$ cat config.mk
export PLATFORM = sky130hd
export DESIGN_NAME = ghost_rand_dir
export DESIGN_NICKNAME = d
export VERILOG_FILES = /design/src/rtl/pacman_pkg.sv /design/src/rtl/dir_prio_pick.sv /design/src/rtl/ghost_rand_dir.sv
export SDC_FILE = /design/constraint.sdc
export NUM_CORES = 1
export LEC_CHECK = 0
export CORE_ASPECT_RATIO = 1.5
export CORE_UTILIZATION = 28
export DETAILED_ROUTE_END_ITERATION = 6
export PLACE_DENSITY = 0.57
export SLEW_MARGIN = 20
export SYNTH_ARGS = -nofsm -noshare
export SYNTH_HDL_FRONTEND = slang
export SYNTH_SLANG_ARGS = --single-unit
$ cat constraint.sdc
create_clock -name frame_clk -period 1.6 [get_ports frame_clk]
set_clock_uncertainty 0.05 [all_clocks]
set_input_delay 0.4 -clock frame_clk [delete_from_list [all_inputs] [get_ports frame_clk]]
set_output_delay 0.4 -clock frame_clk [all_outputs]
set_load 0.05 [all_outputs]
$ cat src/rtl/pacman_pkg.sv
// Shared Pac-Man game definitions: direction encoding, ghost random-direction
// FSM states, the fixed direction priority order and small helper functions.
package pacman_pkg;

    typedef enum logic [1:0] {
        UP    = 2'd0,
        LEFT  = 2'd1,
        DOWN  = 2'd2,
        RIGHT = 2'd3
    } dir_t;

    typedef enum logic [1:0] {
        IDLE,
        DRAW,
        CHECK,
        DONE
    } ghost_rand_state_t;

    // Order in which directions are preferred when no random choice is used
    localparam dir_t PRIO [4] = '{UP, LEFT, DOWN, RIGHT};

    // Opposite direction: UP<->DOWN, LEFT<->RIGHT
    function automatic dir_t reverse_dir(input dir_t d);
        return dir_t'(d ^ 2'b10);
    endfunction

    // Number of open directions in a 4-bit mask
    function automatic logic [2:0] popcount4(input logic [3:0] m);
        return 3'(m[0]) + 3'(m[1]) + 3'(m[2]) + 3'(m[3]);
    endfunction

endpackage

$ cat src/rtl/dir_prio_pick.sv
// Picks the first open direction of a 4-bit mask in the fixed priority order
// UP, LEFT, DOWN, RIGHT; 'any' flags that at least one direction is open.
module dir_prio_pick
    import pacman_pkg::*;
(
    input  logic [3:0] mask,
    output logic [1:0] dir,
    output logic       any
);

    // Scan from lowest to highest priority so the highest-priority hit wins
    always_comb begin
        dir = 2'(UP);
        any = |mask;
        for (int i = 3; i >= 0; i--) begin
            if (mask[PRIO[i]]) begin
                dir = PRIO[i];
            end
        end
    end

endmodule

$ cat src/rtl/ghost_rand_dir.sv
// Frightened-mode ghost direction chooser. On each tile-centre start it draws
// random candidates from the frame LFSR, rejecting walls and reversal, and
// falls back to fixed priority after MAX_TRIES unsuccessful draws.
module ghost_rand_dir
    import pacman_pkg::*;
#(
    parameter int MAX_TRIES = 4,
    parameter int RND_W     = 4
) (
    input  logic             frame_clk,
    input  logic             Reset,
    input  logic             start,
    input  logic [3:0]       legal_mask,
    input  logic [1:0]       cur_dir,
    input  logic [RND_W-1:0] rnd,
    output logic             rnd_en,
    output logic [1:0]       dir_out,
    output logic             valid,
    output logic             stuck,
    output logic             busy
);

    localparam int TW = $clog2(MAX_TRIES + 1);

    ghost_rand_state_t state, next_state;

    logic [3:0]    eff_q, next_eff;
    logic [TW-1:0] tries, next_tries, tries_inc;
    logic [1:0]    next_dir;
    logic          next_stuck;

    logic [3:0] rev_hot;
    logic [3:0] no_rev;
    logic [3:0] eff_in;
    logic [3:0] pick_mask;
    logic [1:0] pick_dir;
    logic       pick_any;
    logic [1:0] cand;
    logic       unused_rnd;

    assign cand       = rnd[1:0];
    assign unused_rnd = ^rnd[RND_W-1:2];

    // Open directions excluding reversal; a dead end allows turning back
    always_comb begin
        rev_hot = 4'b0001 << reverse_dir(dir_t'(cur_dir));
        no_rev  = legal_mask & ~rev_hot;
        eff_in  = (no_rev == 4'b0000) ? legal_mask : no_rev;
    end

    // One priority picker serves both the single-exit bypass and the fallback
    assign pick_mask = (state == IDLE) ? eff_in : eff_q;

    dir_prio_pick u_pick (
        .mask (pick_mask),
        .dir  (pick_dir),
        .any  (pick_any)
    );

    assign tries_inc = tries + TW'(1);

    // Next-state and decision logic
    always_comb begin
        next_state = state;
        next_eff   = eff_q;
        next_tries = tries;
        next_dir   = dir_out;
        next_stuck = stuck;
        case (state)
            IDLE: begin
                if (start) begin
                    next_eff   = eff_in;
                    next_tries = '0;
                    if (!pick_any) begin
                        next_state = DONE;
                        next_stuck = 1'b1;
                        next_dir   = cur_dir;
                    end else if (popcount4(eff_in) == 3'd1) begin
                        next_state = DONE;
                        next_stuck = 1'b0;
                        next_dir   = pick_dir;
                    end else begin
                        next_state = DRAW;
                    end
                end
            end
            DRAW: begin
                next_state = CHECK;
            end
            CHECK: begin
                if (eff_q[cand]) begin
                    next_state = DONE;
                    next_stuck = 1'b0;
                    next_dir   = cand;
                end else begin
                    next_tries = tries_inc;
                    if (tries_inc == TW'(MAX_TRIES)) begin
                        next_state = DONE;
                        next_stuck = 1'b0;
                        next_dir   = pick_dir;
                    end else begin
                        next_state = DRAW;
                    end
                end
            end
            DONE: begin
                next_state = IDLE;
            end
            default: begin
                next_state = IDLE;
            end
        endcase
    end

    // State, latched mask, try counter and registered result
    always_ff @(posedge frame_clk or posedge Reset) begin
        if (Reset) begin
            state   <= IDLE;
            eff_q   <= '0;
            tries   <= '0;
            dir_out <= 2'(UP);
            stuck   <= 1'b0;
        end else begin
            state   <= next_state;
            eff_q   <= next_eff;
            tries   <= next_tries;
            dir_out <= next_dir;
            stuck   <= next_stuck;
        end
    end

    assign rnd_en = (state == DRAW);
    assign valid  = (state == DONE);
    assign busy   = (state != IDLE);

endmodule

**Word level (Yosys, flattened, before mapping)**

Index checks and enable logic that the tools add are counted.

- Bits in read-only memories: 0
- RAM bits: 0
- Output and inout bits: 6
- Input port bits: 13
- Memories: 0
- Bits in latches: 0
- Logic and storage cells: 60
- Flip-flop bits (word level): 12

- Bitwise operators: 3
- Div/mod/pow operators: 0
- Equal/unequal tests: 9
- $mul: 0
- Multiplexer cells: 29
- Shift operators: 1
- Magnitude comparators: 1
- Add/subtract/negate cells: 4
- Reduce and logical (&&, ||, !) cells: 8

Operators by type and width:

| operator | count |
|---|---|
| 2-bit 2-to-1 mux | 14 |
| 4-bit 2-to-1 mux | 2 |
| 2-bit case mux with 4 select lines | 1 |
| 1-bit 2-to-1 mux | 6 |
| 3-bit 2-to-1 mux | 2 |
| 3-bit case mux with 2 select lines | 1 |
| 4-bit bitwise AND | 1 |
| 2-bit == test, second input constant | 2 |
| 4-bit logical NOT | 1 |
| 2-bit inequality test, second input constant | 2 |
| 4-bit NOT | 1 |
| 2-bit case mux with 2 select lines | 1 |
| 4-bit AND reduction | 1 |
| 2-bit nonzero test | 2 |
| 4-bit OR reduction | 1 |
| 1-bit by 2-bit << shifter with 4-bit output, first input constant | 1 |
| 2-bit by 1-bit adder with 3-bit output | 1 |
| 3-bit by 1-bit adder with 3-bit output | 1 |
| 3-bit by 1-bit adder with 3-bit output, second input constant | 1 |
| 3-bit by 1-bit == test with 1-bit output, second input constant | 1 |
| 3-bit == test, second input constant | 1 |
| 2-bit by 3-bit less-than comparator with 1-bit output, second input constant | 1 |
| 3-bit by 2-bit inequality test with 1-bit output, second input constant | 1 |
| 3-bit inequality test, second input constant | 1 |
| 8 further kinds | 8 |

**Longest topological paths before layout**

Gate-level depths: netlist of run 1.

- Depth in word-level cells: 15
- Depth in mapped cells: 10

**By module**

From an unflattened synthesis of run 1, not the netlist that was laid out.

- Cell total of the unflattened synthesis: 102
- Area, all modules: 914.6 µm²

By module, submodules not included:

| module | cells an instance | seq. area each (µm²) | area an instance (µm²) | instances |
|---|---|---|---|---|
| ghost_rand_dir | 95 | 300.3 | 879.6 | 1 |
| dir_prio_pick | 7 | 0.0 | 35.0 | 1 |

**Worst setup path before layout of run 1**

No wires, ideal clock.

- Path kind: input -> register
- Start point: in legal_mask[2]
- End point: reg dir_out[0]
- Arrival: 2.738 ns
- Data required time: 1.462 ns
- Stages: 10
- Setup slack: -1.276 ns
- Setup time: 0.088 ns
- Cell sequence: o311ai_0 > nand2_1 > inv_1 > fa_1 > ha_1 > ha_1 > o311a_4 > a2111oi_4 > nor2_1 > a41oi_1

RTL lines:

| item | RTL line | RTL |
|---|---|---|
| from (decl) | ghost_rand_dir.sv:13 | `input logic [3:0] legal_mask,` |
| 4-bit bitwise AND * | ghost_rand_dir.sv:47 | `no_rev = legal_mask & ~rev_hot;` |
| 4-bit logical NOT * | ghost_rand_dir.sv:48 | `eff_in = (no_rev == 4'b0000) ? legal_mask : no_rev;` |
| 4-bit 2-to-1 mux * | ghost_rand_dir.sv:48 |  |
| net eff_in[1] | ghost_rand_dir.sv:34 | `logic [3:0] eff_in;` |
| parallel branches: the longest is 7 deep, another holds 2-bit by 1-bit adder with 3-bit output | - |  |
| to (signal assigned) | ghost_rand_dir.sv:121 | `dir_out <= 2'(UP);` |
| to (signal assigned) | ghost_rand_dir.sv:127 | `dir_out <= next_dir;` |
| to (decl) | ghost_rand_dir.sv:17 | `output logic [1:0] dir_out,` |

Mark *: on every way through the listed nets, which the timed path passes. The select of a mux whose other input is x is not followed.
A chain may end at the register's enable or synchronous reset.

**Final worst setup path of run 1**

Same ends and word-level chain as after synthesis.

==> metrics.md, run 1 <==
| Metric | Value |
|---|---|
| Clock transition time at the flip-flop clock pins of the worst setup and hold paths | `0.06 ns` |
| Share of the clock period used by the worst path | `1.66` |
| Bufs on Longest Clock Path | `2` |
| Die height | `71.6 um` |
| RSZ-0062 raised after global routing | `true` |
| Layout-stage area growth over the synthesis result | `79.4%` |
| Hold_ws | `0.420 ns` |
| Core region area | `2970 um2` |
| Number of sinks handled by clock tree synthesis | `12` |
| CTS hold repair buffers | `0` |
| Number of placement rows | `24` |
| Switching fraction of total power | `0.414` |
| Chip width | `48.4 um` |
| Prevailing post-synth register cell | `dfrtp_1` |
| Power per cell area | `1850 nW/um2` |
| Share of async-settable or async-resettable flops after synthesis | `1.00` |
| N_diodes | `0` |
| Count of flip-flops with a built-in enable after synthesis | `0` |
| Utilization after layout | `0.545` |
| Number of placed instances with taps included | `179` |
| Clock network latency to the later pin of the worst-skew pair | `0.25 ns` |
| Net Count, Synth | `115` |
| Number of global-route vias before repair | `1057` |
| Slew at the pin with the worst max-slew slack | `0.479 ns` |
| Fin. max-slew vios | `0` |
| Final setup violation count | `6` |
| Critical path data required time | `1.72 ns` |
| Type of destination of the critical path | `register` |
| Share of post-route cells with drive strength above 1 | `0.571` |
| Number of nets with antenna violations after detailed routing | `0` |
| Leakage | `0.723 nW` |
| Number of port buffers | `16` |
| Cell area after synthesis | `903 um2` |
| Net Switching | `1.24 mW` |
| Startpoint class of the critical path | `primary input` |
| Share of total power in the clock network | `0.116` |
| Overflow left after global routing | `0` |
| Global-route wire length before repair | `4410 um` |
| Area enclosed by the die boundary | `3460 um2` |
| Violated checks | `negative setup slack` |
| Sum of internal, switching and leakage power | `3.00 mW` |
| Synth cell types | `32` |
| Largest net degree at the start of global routing | `13` |
| Total number of yosys warnings | `0` |
| Result of the run | `complete, but fails checks` |
| Wirelength per Cell | `14.2 um` |
| Vias per std cell | `5.04` |
| Total routing resource utilization after global routing | `0.173` |
| Type of the tightest min-delay check | `primary input to async pin` |
| Internal power component | `1.76 mW` |
| Cells after Synth | `97` |
| Initial Util | `0.304` |
| Critical Setup Path Class | `primary input to register` |
| Number of buffers created by CTS | `3` |
| Pre-antenna DRT Iters | `4` |
| Placed wire-length estimate after detailed placement | `2130 um` |
| H-tree depth reported by CTS | `1` |
| Library cell used as clock root buffer | `clkbuf_8` |
| Crit path max fanout | `4` |
| Final Hold Violating Endpoints | `0` |
| Fmax achieved | `377 MHz` |
| Average footprint of a synthesized cell | `9.31 um2` |
| Area of all placed cells without fillers | `1620 um2` |
| DRC errors left | `0` |
| Iteration-0 DRC Markers | `27` |
| Leading cell type in the layout, fill and taps excluded | `buf_4` |
| Maximum resistive drop on vdd | `0.759 mV` |
| Maximum capacitance violations | `0` |
| Shortest period the worst path allows | `2.65 ns` |
| Most used cells in the layout excluding fill and tap cells | `buf_4, dfrtp_1, mux2_2` |
| Total routed wirelength | `2760 um` |
| Portion of total power attributed to sequential cells | `0.184` |
| Post-detailed-placement cell area | `1410 um2` |
| Antenna violations before repair | `0` |
| Vias after detailed routing | `983` |
| Gate power share | `0.701` |
| CTS tree | `yes` |
| Data arrival at the endpoint of the critical path | `2.77 ns` |
| Post-synthesis register bit count | `12` |
| Worst slew margin relative to its limit | `0.680` |
| Routability cong. | `0.787` |
| Final setup margin | `-1.05 ns` |
| Top-Level Pins | `19` |
| Total number of nets in the final design | `175` |
| Part of the Yosys area used for sequential elements | `0.332` |
| Post-route non-filler standard cell count | `195` |
-- Yosys cell counts (2+ instances only) --
cell type / instances / area share
o21ai_0: 6 / 0.033
dfrtp_1: 12 / 0.33
a211oi_1: 2 / 0.017
inv_1: 8 / 0.033
nor2_1: 11 / 0.046
o21a_1: 2 / 0.017
mux2_2: 7 / 0.087
nor3_1: 5 / 0.028
a21oi_1: 5 / 0.028
nand3_1: 3 / 0.017
nand2b_1: 2 / 0.014
nor2b_1: 2 / 0.014
o22ai_1: 4 / 0.028
nand2_1: 7 / 0.029
ha_1: 4 / 0.055
-- per-layer routing --
layer,global-route usage,part of all wire
met1,0.156,0.34
met2,0.336,0.56
met3,0.0340,0.049
met5,0,0
met4,0.127,0.052
-- critical path, stage by stage --
cell,delay [ns]
buf_8,0.11
o311ai_4,0.30
nand2_2,0.11
inv_2,0.07
fa_1,0.45
ha_4,0.19
ha_4,0.20
o311a_4,0.33
a2111oi_4,0.24
buf_4,0.17
nor2_2,0.03
a41oi_2,0.16
-- power by group through the flow --
stage | combinational [mW] | clock [mW] | sequential, mW
after floorplan | 0.884 | 0 | 0.656
after CTS | 1.88 | 0.350 | 0.545
after detailed placement | 1.75 | 0 | 0.544
final | 2.10 | 0.347 | 0.552
after global placement | 1.73 | 0 | 0.541
after global routing | 2.25 | 0.358 | 0.568
-- final timing paths --
kind                                            from                     end  slack (ns)  depth (start not counted)
min in group frame_clk          tries[2]$_DFFE_PP0P_    tries[2]$_DFFE_PP0P_        0.46                          1
worst max register to register  tries[0]$_DFFE_PP0P_  dir_out[0]$_DFFE_PP0P_       -0.22                          7
max in group asynchronous                      Reset    eff_q[3]$_DFFE_PP0P_        0.75                          2
worst max-delay path                   legal_mask[2]  dir_out[0]$_DFFE_PP0P_       -1.05                         12
worst min register to register  tries[2]$_DFFE_PP0P_    tries[2]$_DFFE_PP0P_        0.46                          1
worst min-delay path                           Reset    tries[0]$_DFFE_PP0P_        0.42                          2
-- repair_timing --
action,CTS,global route
resized for setup,48,10
setup buffers,5,7
pin swaps,12,7
setup endpoints to repair,11,10
-- cells by family after synthesis --
| group | after synthesis | share of synthesized area |
|---|---|---|
| muxes | 8 | 0.112 |
| and+or+nand+nor | 34 | 0.184 |
| adders and majority gates | 5 | 0.0776 |
| buffers and inverters | 9 | 0.0457 |
| DFF | 12 | 0.332 |
| AOI/OAI and AO/OA | 28 | 0.238 |
| xor gates and xnor gates | 1 | 0.00970 |
-- flip-flops by register name (all words and copies together) (netlist names) --
register,count
state,2
eff_q,4
dir_out,2
stuck,1
tries,3
-- layout make-up --
cell class,instances,area [um2]
Clock buffer,4,55.1
Fill cell,265,1350
Inverter,8,30.0
Multi-Input combinational cell,76,672
Tap cell,39,48.8
Timing Repair Buffer,56,514
Sequential cell,12,300
-- metrics by stage --
| step | setup TNS [ns] | setup WS [ns] |
|---|---|---|
| after floorplan | -3.54 | -0.997 |
| after global placement | -9.55 | -1.70 |
| after detailed placement | -10.01 | -1.84 |
| after CTS | -3.95 | -1.12 |
| after global routing | -4.44 | -1.15 |
| final | -4.00 | -1.05 |
Note: power is estimated with default switching activity, not from simulation.
==> run 2, diff against run 1 <==
--- a/config.mk
+++ b/config.mk
@@ -8,7 +8,7 @@
 export CORE_ASPECT_RATIO = 1.5
 export CORE_UTILIZATION = 28
 export DETAILED_ROUTE_END_ITERATION = 6
-export PLACE_DENSITY = 0.57
+export PLACE_DENSITY = 0.55
 export SLEW_MARGIN = 20
 export SYNTH_ARGS = -nofsm -noshare
 export SYNTH_HDL_FRONTEND = slang
==> constraint.sdc (replaced) <==
create_clock -name frame_clk -period 2.63 [get_ports frame_clk]
set_clock_uncertainty 0.05 [all_clocks]
set_input_delay 0.6575 -clock frame_clk [delete_from_list [all_inputs] [get_ports frame_clk]]
set_output_delay 0.6575 -clock frame_clk [all_outputs]
set_load 0.05 [all_outputs]
==> run 2 against run 1 <==
The run still ends with negative setup slack left; sequential power down 35%; cell count fell by 8.2%; critical endpoint unchanged; routed wire length down 15%; register-to-register slack gained 1.0 ns; critical path type unchanged; non-clock buffer count down 16.
==> metrics.md, run 2 (synthesized netlist as in run 1, its figures left out) <==
| Metric | Value |
|---|---|
| Share of post-route cells with drive strength above 1 | `0.400 (was 0.571)` |
| Maximum capacitance violations | `0 (unchanged)` |
| Shortest period the worst path allows | `2.88 ns` |
| Result of the run | `complete, but fails checks (unchanged)` |
| Start of the worst register-to-register path | `tries[0]$_DFFE_PP0P_ (unchanged)` |
| Final setup margin | `-0.245 ns (was -1.05 ns)` |
| Antenna violations before repair | `0 (unchanged)` |
| Clock transition time at the flip-flop clock pins of the worst setup and hold paths | `0.05 ns (was 0.06 ns)` |
| DRC errors left | `0 (unchanged)` |
| Destination of the worst hold path | `tries[2]$_DFFE_PP0P_` |
| Initial Util | `0.304 (unchanged)` |
| Number of cells on the worst reg-to-reg path | `6 (was 7)` |
| Most used cells in the layout excluding fill and tap cells | `buf_4, dfrtp_1, nor2_1, clkdlybuf4s50_1 (was buf_4, dfrtp_1, mux2_2)` |
| Utilization after layout | `0.473 (was 0.545)` |
| Maximum resistive drop on vdd | `0.493 mV (was 0.759 mV)` |
| Largest net degree at the start of global routing | `13 (unchanged)` |
| Leakage | `0.615 nW (was 0.723 nW)` |
| Fin. max-slew vios | `0 (unchanged)` |
| Fmax achieved | `348 MHz` |
| Max FFs per register | `4 (unchanged)` |
| Power per cell area | `987 nW/um2 (was 1850 nW/um2)` |
| Routability cong. | `0.814 (was 0.787)` |
| Top-Level Pins | `19 (unchanged)` |
| Final Hold Violating Endpoints | `0 (unchanged)` |
| Sum of internal, switching and leakage power | `1.39 mW (was 3.00 mW)` |
| H-tree depth reported by CTS | `1 (unchanged)` |
| Slew at the pin with the worst max-slew slack | `0.494 ns (was 0.479 ns)` |
| Library cell used as clock root buffer | `clkbuf_8 (unchanged)` |
| Violated checks | `negative setup slack (unchanged)` |
| Global-route wire length before repair | `4150 um (was 4410 um)` |
| Layout-stage area growth over the synthesis result | `55.5% (was 79.4%)` |
| Area enclosed by the die boundary | `3460 um2 (unchanged)` |
| Data arrival at the endpoint of the critical path | `2.97 ns (was 2.77 ns)` |
| Number of placed instances with taps included | `169 (was 179)` |
| Pre-antenna DRT Iters | `4 (unchanged)` |
| Register with the highest flop count | `eff_q (unchanged)` |
| Final setup violation count | `3 (was 6)` |
| Number of global-route vias before repair | `926 (was 1057)` |
| CTS tree | `yes (unchanged)` |
| Largest registers ranked by flip-flop count | `eff_q: 4 flops, tries: 3 flops (unchanged)` |
| Area of all placed cells without fillers | `1410 um2 (was 1620 um2)` |
| N_diodes | `0 (unchanged)` |
| Type of destination of the critical path | `register (unchanged)` |
| Chip width | `48.4 um (unchanged)` |
| Number of placement rows | `24 (unchanged)` |
| Overflow left after global routing | `0 (unchanged)` |
| Chain of cells forming the critical path | `buf_2, nand2b_4, o21a_1, fa_1, ha_4, ha_4, o311a_4, a2111oi_4, nor2_1, a41oi_1 (was buf_8, o311ai_4, nand2_2, inv_2, fa_1, ha_4, ha_4, o311a_4, a2111oi_4, buf_4, nor2_2, a41oi_2)` |
| Most used cell along the critical path | `ha_4 (unchanged)` |
| Vias after detailed routing | `898 (was 983)` |
| Buffers plus inverters on the worst setup path | `1 (was 3)` |
| End of the worst register-to-register path | `dir_out[0]$_DFFE_PP0P_ (unchanged)` |
| Filler Cells Inserted | `290 (was 265)` |
| Vias per std cell | `5.02 (was 5.04)` |
| Die height | `71.6 um (unchanged)` |
| Number of nets with antenna violations after detailed routing | `0 (unchanged)` |
| Post-route non-filler standard cell count | `179 (was 195)` |
| Total routing resource utilization after global routing | `0.154 (was 0.173)` |
| Sequential standard cell area | `300 um2 (unchanged)` |
| Bufs on Longest Clock Path | `2 (unchanged)` |
| Core region area | `2970 um2 (unchanged)` |
| Iteration-0 DRC Markers | `17 (was 27)` |
| Stage delay of the slowest cell on the critical path | `0.53 ns (was 0.45 ns)` |
| Hold Startpoint | `tries[2]$_DFFE_PP0P_` |
| Area of the multi-input gates | `631 um2 (was 672 um2)` |
| Number of buffers created by CTS | `3 (unchanged)` |
| Total routed wirelength | `2360 um (was 2760 um)` |
| Placed wire-length estimate after detailed placement | `1940 um (was 2130 um)` |
| Leading cell type in the layout, fill and taps excluded | `buf_4 (unchanged)` |
| Hold path cells | `1` |
| Worst setup path startpoint | `cur_dir[1] (was legal_mask[2])` |
| Crit-path slowest cell | `fa_1 (unchanged)` |
| RSZ-0062 raised after global routing | `true (unchanged)` |
| Critical path data required time | `2.73 ns (was 1.72 ns)` |
| Number of sinks handled by clock tree synthesis | `12 (unchanged)` |
| Wirelength per Cell | `13.2 um (was 14.2 um)` |
| Crit path max fanout | `5 (was 4)` |
| Startpoint class of the critical path | `primary input (unchanged)` |
| CTS hold repair buffers | `0 (unchanged)` |
| Clock network latency to the later pin of the worst-skew pair | `0.24 ns (was 0.25 ns)` |
| Post-detailed-placement cell area | `1270 um2 (was 1410 um2)` |
| Number of port buffers | `16 (unchanged)` |
| Setup slack of the most critical reg-to-reg path | `0.81 ns (was -0.22 ns)` |
| Total number of nets in the final design | `159 (was 175)` |
| Critical Setup Path Class | `primary input to register (unchanged)` |
| Share of the clock period used by the worst path | `1.09` |
| Worst slew margin relative to its limit | `0.670 (was 0.680)` |
| CP top delay family | `compound AO/OA/AOI/OAI gates (unchanged)` |
| Hold_ws | `0.450 ns (was 0.420 ns)` |
| Type of the tightest min-delay check | `register to register (was primary input to async pin)` |
## run 2: cell count changes in the layout (fill, tap and decap cells not counted), sizes merged
cell	delta
clkdlybuf4s50	+6
buf	-21
dlygate4sd2	-1
## run 2: metal layers
metal	vias up	GRT usage	wire length, um
li1	444	-	-
met1	426	0.169	903
met2	24	0.302	1360
met3	4	0.0127	65
met4	0	0.0588	37
met5	-	0	0
## run 2: worst max-delay path by stage
stage / cells past startpoint / endpoint / slack, ns
floorplan: 10 / dir_out[0]$_DFFE_PP0P_ / -0.22
CTS: 10 / dir_out[0]$_DFFE_PP0P_ / -0.37
finish: 10 / dir_out[0]$_DFFE_PP0P_ / -0.25
global placement: 10 / dir_out[0]$_DFFE_PP0P_ / -0.97
global route: 11 / dir_out[0]$_DFFE_PP0P_ / -0.40
detailed placement: 10 / dir_out[0]$_DFFE_PP0P_ / -1.06
## run 2: stage by stage
step	worst slack, ns	TNS [ns]
floorplan	-0.224	-0.561
global placement	-0.968	-3.49
detailed placement	-1.06	-3.72
CTS	-0.367	-0.983
global route	-0.398	-1.02
finish	-0.245	-0.577
## run 2: cell type report
cell class,instances,share of cell area
multi-input combinational,76,0.449
sequential,12,0.214
inverter,8,0.0214
clock buffer,4,0.0392
tap,39,0.0347
timing repair buffer,40,0.242
## run 2: what timing repair did
action | CTS | global route
endpoints found under the setup margin | 4 | 3
pin swaps | 10 | 10
gates resized for setup | 37 | 5
buffers inserted | 6 | 0
## run 2: power by group
group / switching, mW / total (mW) / internal, mW / leakage, nW
Sequential: 0.0908 / 0.359 / 0.268 / 0.150
Combinational: 0.461 / 0.829 / 0.368 / 0.436
Clock: 0.0657 / 0.198 / 0.132 / 0.0288
## run 2: worst reg2reg max path: stages (launching register included)
cell and delay, ns:
dfrtp_1 0.40, ha_1 0.25, xor2_1 0.17, nand2_1 0.11, a2111oi_4 0.47, nor2_1 0.09, a41oi_1 0.19
==> run 3, diff against run 2 <==
--- a/config.mk
+++ b/config.mk
@@ -6,9 +6,10 @@
 export NUM_CORES = 1
 export LEC_CHECK = 0
 export CORE_ASPECT_RATIO = 1.5
-export CORE_UTILIZATION = 28
+export CORE_UTILIZATION = 45
 export DETAILED_ROUTE_END_ITERATION = 6
-export PLACE_DENSITY = 0.55
+export HOLD_SLACK_MARGIN = 0.1
+export PLACE_DENSITY = 0.78
 export SLEW_MARGIN = 20
 export SYNTH_ARGS = -nofsm -noshare
 export SYNTH_HDL_FRONTEND = slang
==> run 3 against run 2 <==
The run still ends with negative setup slack left; clock-buffer cell count unchanged; utilization increased by 31 points; worst setup slack gained 0.063 ns; design area up 3.0%; critical path depth grew 1; non-clock buffer count rose by 10.
==> metrics.md, run 3 (synthesized netlist as in run 1, its figures left out) <==
| Metric | Value |
|---|---|
| Area enclosed by the die boundary | `2190 um2 (was 3460 um2)` |
| Maximum capacitance violations | `0 (unchanged)` |
| Number of sinks handled by clock tree synthesis | `12 (unchanged)` |
| Largest net degree at the start of global routing | `13 (unchanged)` |
| Layout-stage area growth over the synthesis result | `60.2% (was 55.5%)` |
| DRC errors left | `0 (unchanged)` |
| Top-Level Pins | `19 (unchanged)` |
| Type of the tightest min-delay check | `register to register (unchanged)` |
| Overflow left after global routing | `0 (unchanged)` |
| Startpoint class of the critical path | `primary input (unchanged)` |
| Placed wire-length estimate after detailed placement | `1860 um (was 1940 um)` |
| N_diodes | `0 (unchanged)` |
| Result of the run | `complete, but fails checks (unchanged)` |
| Final setup margin | `-0.182 ns (was -0.245 ns)` |
| Global-route wire length before repair | `4230 um (was 4150 um)` |
| Leading cell type in the layout, fill and taps excluded | `buf_4 (unchanged)` |
| Worst setup path startpoint | `legal_mask[3] (was cur_dir[1])` |
| Number of placement rows | `19 (was 24)` |
| Vias after detailed routing | `981 (was 898)` |
| Die height | `56.9 um (was 71.6 um)` |
| Clock network latency to the later pin of the worst-skew pair | `0.27 ns (was 0.24 ns)` |
| Total number of nets in the final design | `169 (was 159)` |
| Number of nets with antenna violations after detailed routing | `0 (unchanged)` |
| RSZ-0062 raised after global routing | `true (unchanged)` |
| Post-route non-filler standard cell count | `171 (was 179)` |
| Filler Cells Inserted | `127 (was 290)` |
| Critical path data required time | `2.77 ns (was 2.73 ns)` |
| Final setup violation count | `3 (unchanged)` |
| CTS tree | `yes (unchanged)` |
| Shortest period the worst path allows | `2.81 ns (was 2.88 ns)` |
| Share of the clock period used by the worst path | `1.07 (was 1.09)` |
| Type of destination of the critical path | `register (unchanged)` |
| Post-route setup TNS | `-0.475 ns (was -0.577 ns)` |
| Number of port buffers | `16 (unchanged)` |
| Crit path max fanout | `5 (unchanged)` |
| Hold Startpoint | `tries[2]$_DFFE_PP0P_ (unchanged)` |
| Core region area | `1850 um2 (was 2970 um2)` |
| Worst slew margin relative to its limit | `0.648 (was 0.670)` |
| Number of global-route vias before repair | `988 (was 926)` |
| Vias per std cell | `5.74 (was 5.02)` |
| H-tree depth reported by CTS | `1 (unchanged)` |
| CTS hold repair buffers | `0 (unchanged)` |
| Pre-antenna DRT Iters | `4 (unchanged)` |
| Number of buffers created by CTS | `3 (unchanged)` |
| Iteration-0 DRC Markers | `23 (was 17)` |
| Start of the worst register-to-register path | `eff_q[1]$_DFFE_PP0P_ (was tries[0]$_DFFE_PP0P_)` |
| Largest registers ranked by flip-flop count | `eff_q: 4 flops, tries: 3 flops (unchanged)` |
| Fin. max-slew vios | `0 (unchanged)` |
| Total routing resource utilization after global routing | `0.276 (was 0.154)` |
| Maximum resistive drop on vdd | `0.481 mV (was 0.493 mV)` |
| Register with the highest flop count | `eff_q (unchanged)` |
| Initial Util | `0.487 (was 0.304)` |
| Critical Setup Path Class | `primary input to register (unchanged)` |
| Power per cell area | `947 nW/um2 (was 987 nW/um2)` |
| Wirelength per Cell | `15.5 um (was 13.2 um)` |
| Violated checks | `negative setup slack (unchanged)` |
| Antenna violations before repair | `0 (unchanged)` |
| Utilization after layout | `0.781 (was 0.473)` |
| Leakage | `0.656 nW (was 0.615 nW)` |
| Bufs on Longest Clock Path | `2 (unchanged)` |
| Fmax achieved | `356 MHz (was 348 MHz)` |
| Total routed wirelength | `2650 um (was 2360 um)` |
| Final Hold Violating Endpoints | `0 (unchanged)` |
| Slew at the pin with the worst max-slew slack | `0.526 ns (was 0.494 ns)` |
| Share of post-route cells with drive strength above 1 | `0.433 (was 0.400)` |
| Library cell used as clock root buffer | `clkbuf_4 (was clkbuf_8)` |
| Max FFs per register | `4 (unchanged)` |
| Clock transition time at the flip-flop clock pins of the worst setup and hold paths | `0.08 ns (was 0.05 ns)` |
| Chip width | `38.6 um (was 48.4 um)` |
| Hold_ws | `0.462 ns (was 0.450 ns)` |
| Most used cells in the layout excluding fill and tap cells | `buf_4, dfrtp_1, nor2_1, clkdlybuf4s50_1 (unchanged)` |
| Routability cong. | `0.780 (was 0.814)` |
| Post-placement setup slack | `-0.971 ns (was -1.06 ns)` |
| Data arrival at the endpoint of the critical path | `2.95 ns (was 2.97 ns)` |
| Number of placed instances with taps included | `155 (was 169)` |
[run 3: repair_timing]
action                                 CTS  global route
setup endpoints to repair                4             3
endpoints found under the hold margin    0             0
pin swaps                               11            10
gates resized for setup                 39             4
setup buffers                            9             3
[run 3: worst max-delay path, cell delays in order]
cell and delay [ns]:
buf_8 0.11, o311ai_4 0.29, nand2_1 0.12, inv_2 0.07, fa_1 0.44, ha_4 0.18, ha_4 0.20, o311a_4 0.32
a2111oi_4 0.31, nor2_1 0.09, a41oi_1 0.16
[run 3: area by class of cell]
cell class                 count  area, um2  share of cell area
sequential                    12        300               0.207
inverter                       8       30.0              0.0207
multi-input combinational     76        628               0.434
clock buffer                   4       36.3              0.0251
timing repair buffer          50        427               0.295
tap                           21       26.3              0.0182
[run 3: path summary, 6_finish.rpt]
check	to	slack, ns	cells past startpoint
setup reg to reg	dir_out[1]$_DFFE_PP0P_	0.81	5
hold / removal	tries[2]$_DFFE_PP0P_	0.46	1
setup / recovery	dir_out[0]$_DFFE_PP0P_	-0.18	11
min in group asynchronous	eff_q[1]$_DFFE_PP0P_	0.65	2
hold reg to reg	tries[2]$_DFFE_PP0P_	0.46	1
max in group asynchronous	eff_q[2]$_DFFE_PP0P_	1.55	2
[run 3: metrics by stage]
step                cell area (um2)  total power, mW
floorplan                       946            0.920
global placement               1280             1.17
detailed placement             1280             1.19
CTS                            1420             1.36
global route                   1450             1.47
finish                         1450             1.37
[run 3: layer usage]
metal,share of wire,track usage,vias to the layer above
li1,-,-,468
met1,0.36,0.282,466
met2,0.58,0.460,37
met3,0.037,0.0711,10
met4,0.028,0.187,0
met5,0,0,-
[run 3: report_power, final]
part	switching (mW)	internal, mW
Sequential	0.0888	0.268
Clock	0.0626	0.0841
Combinational	0.476	0.393
Total	0.627	0.745
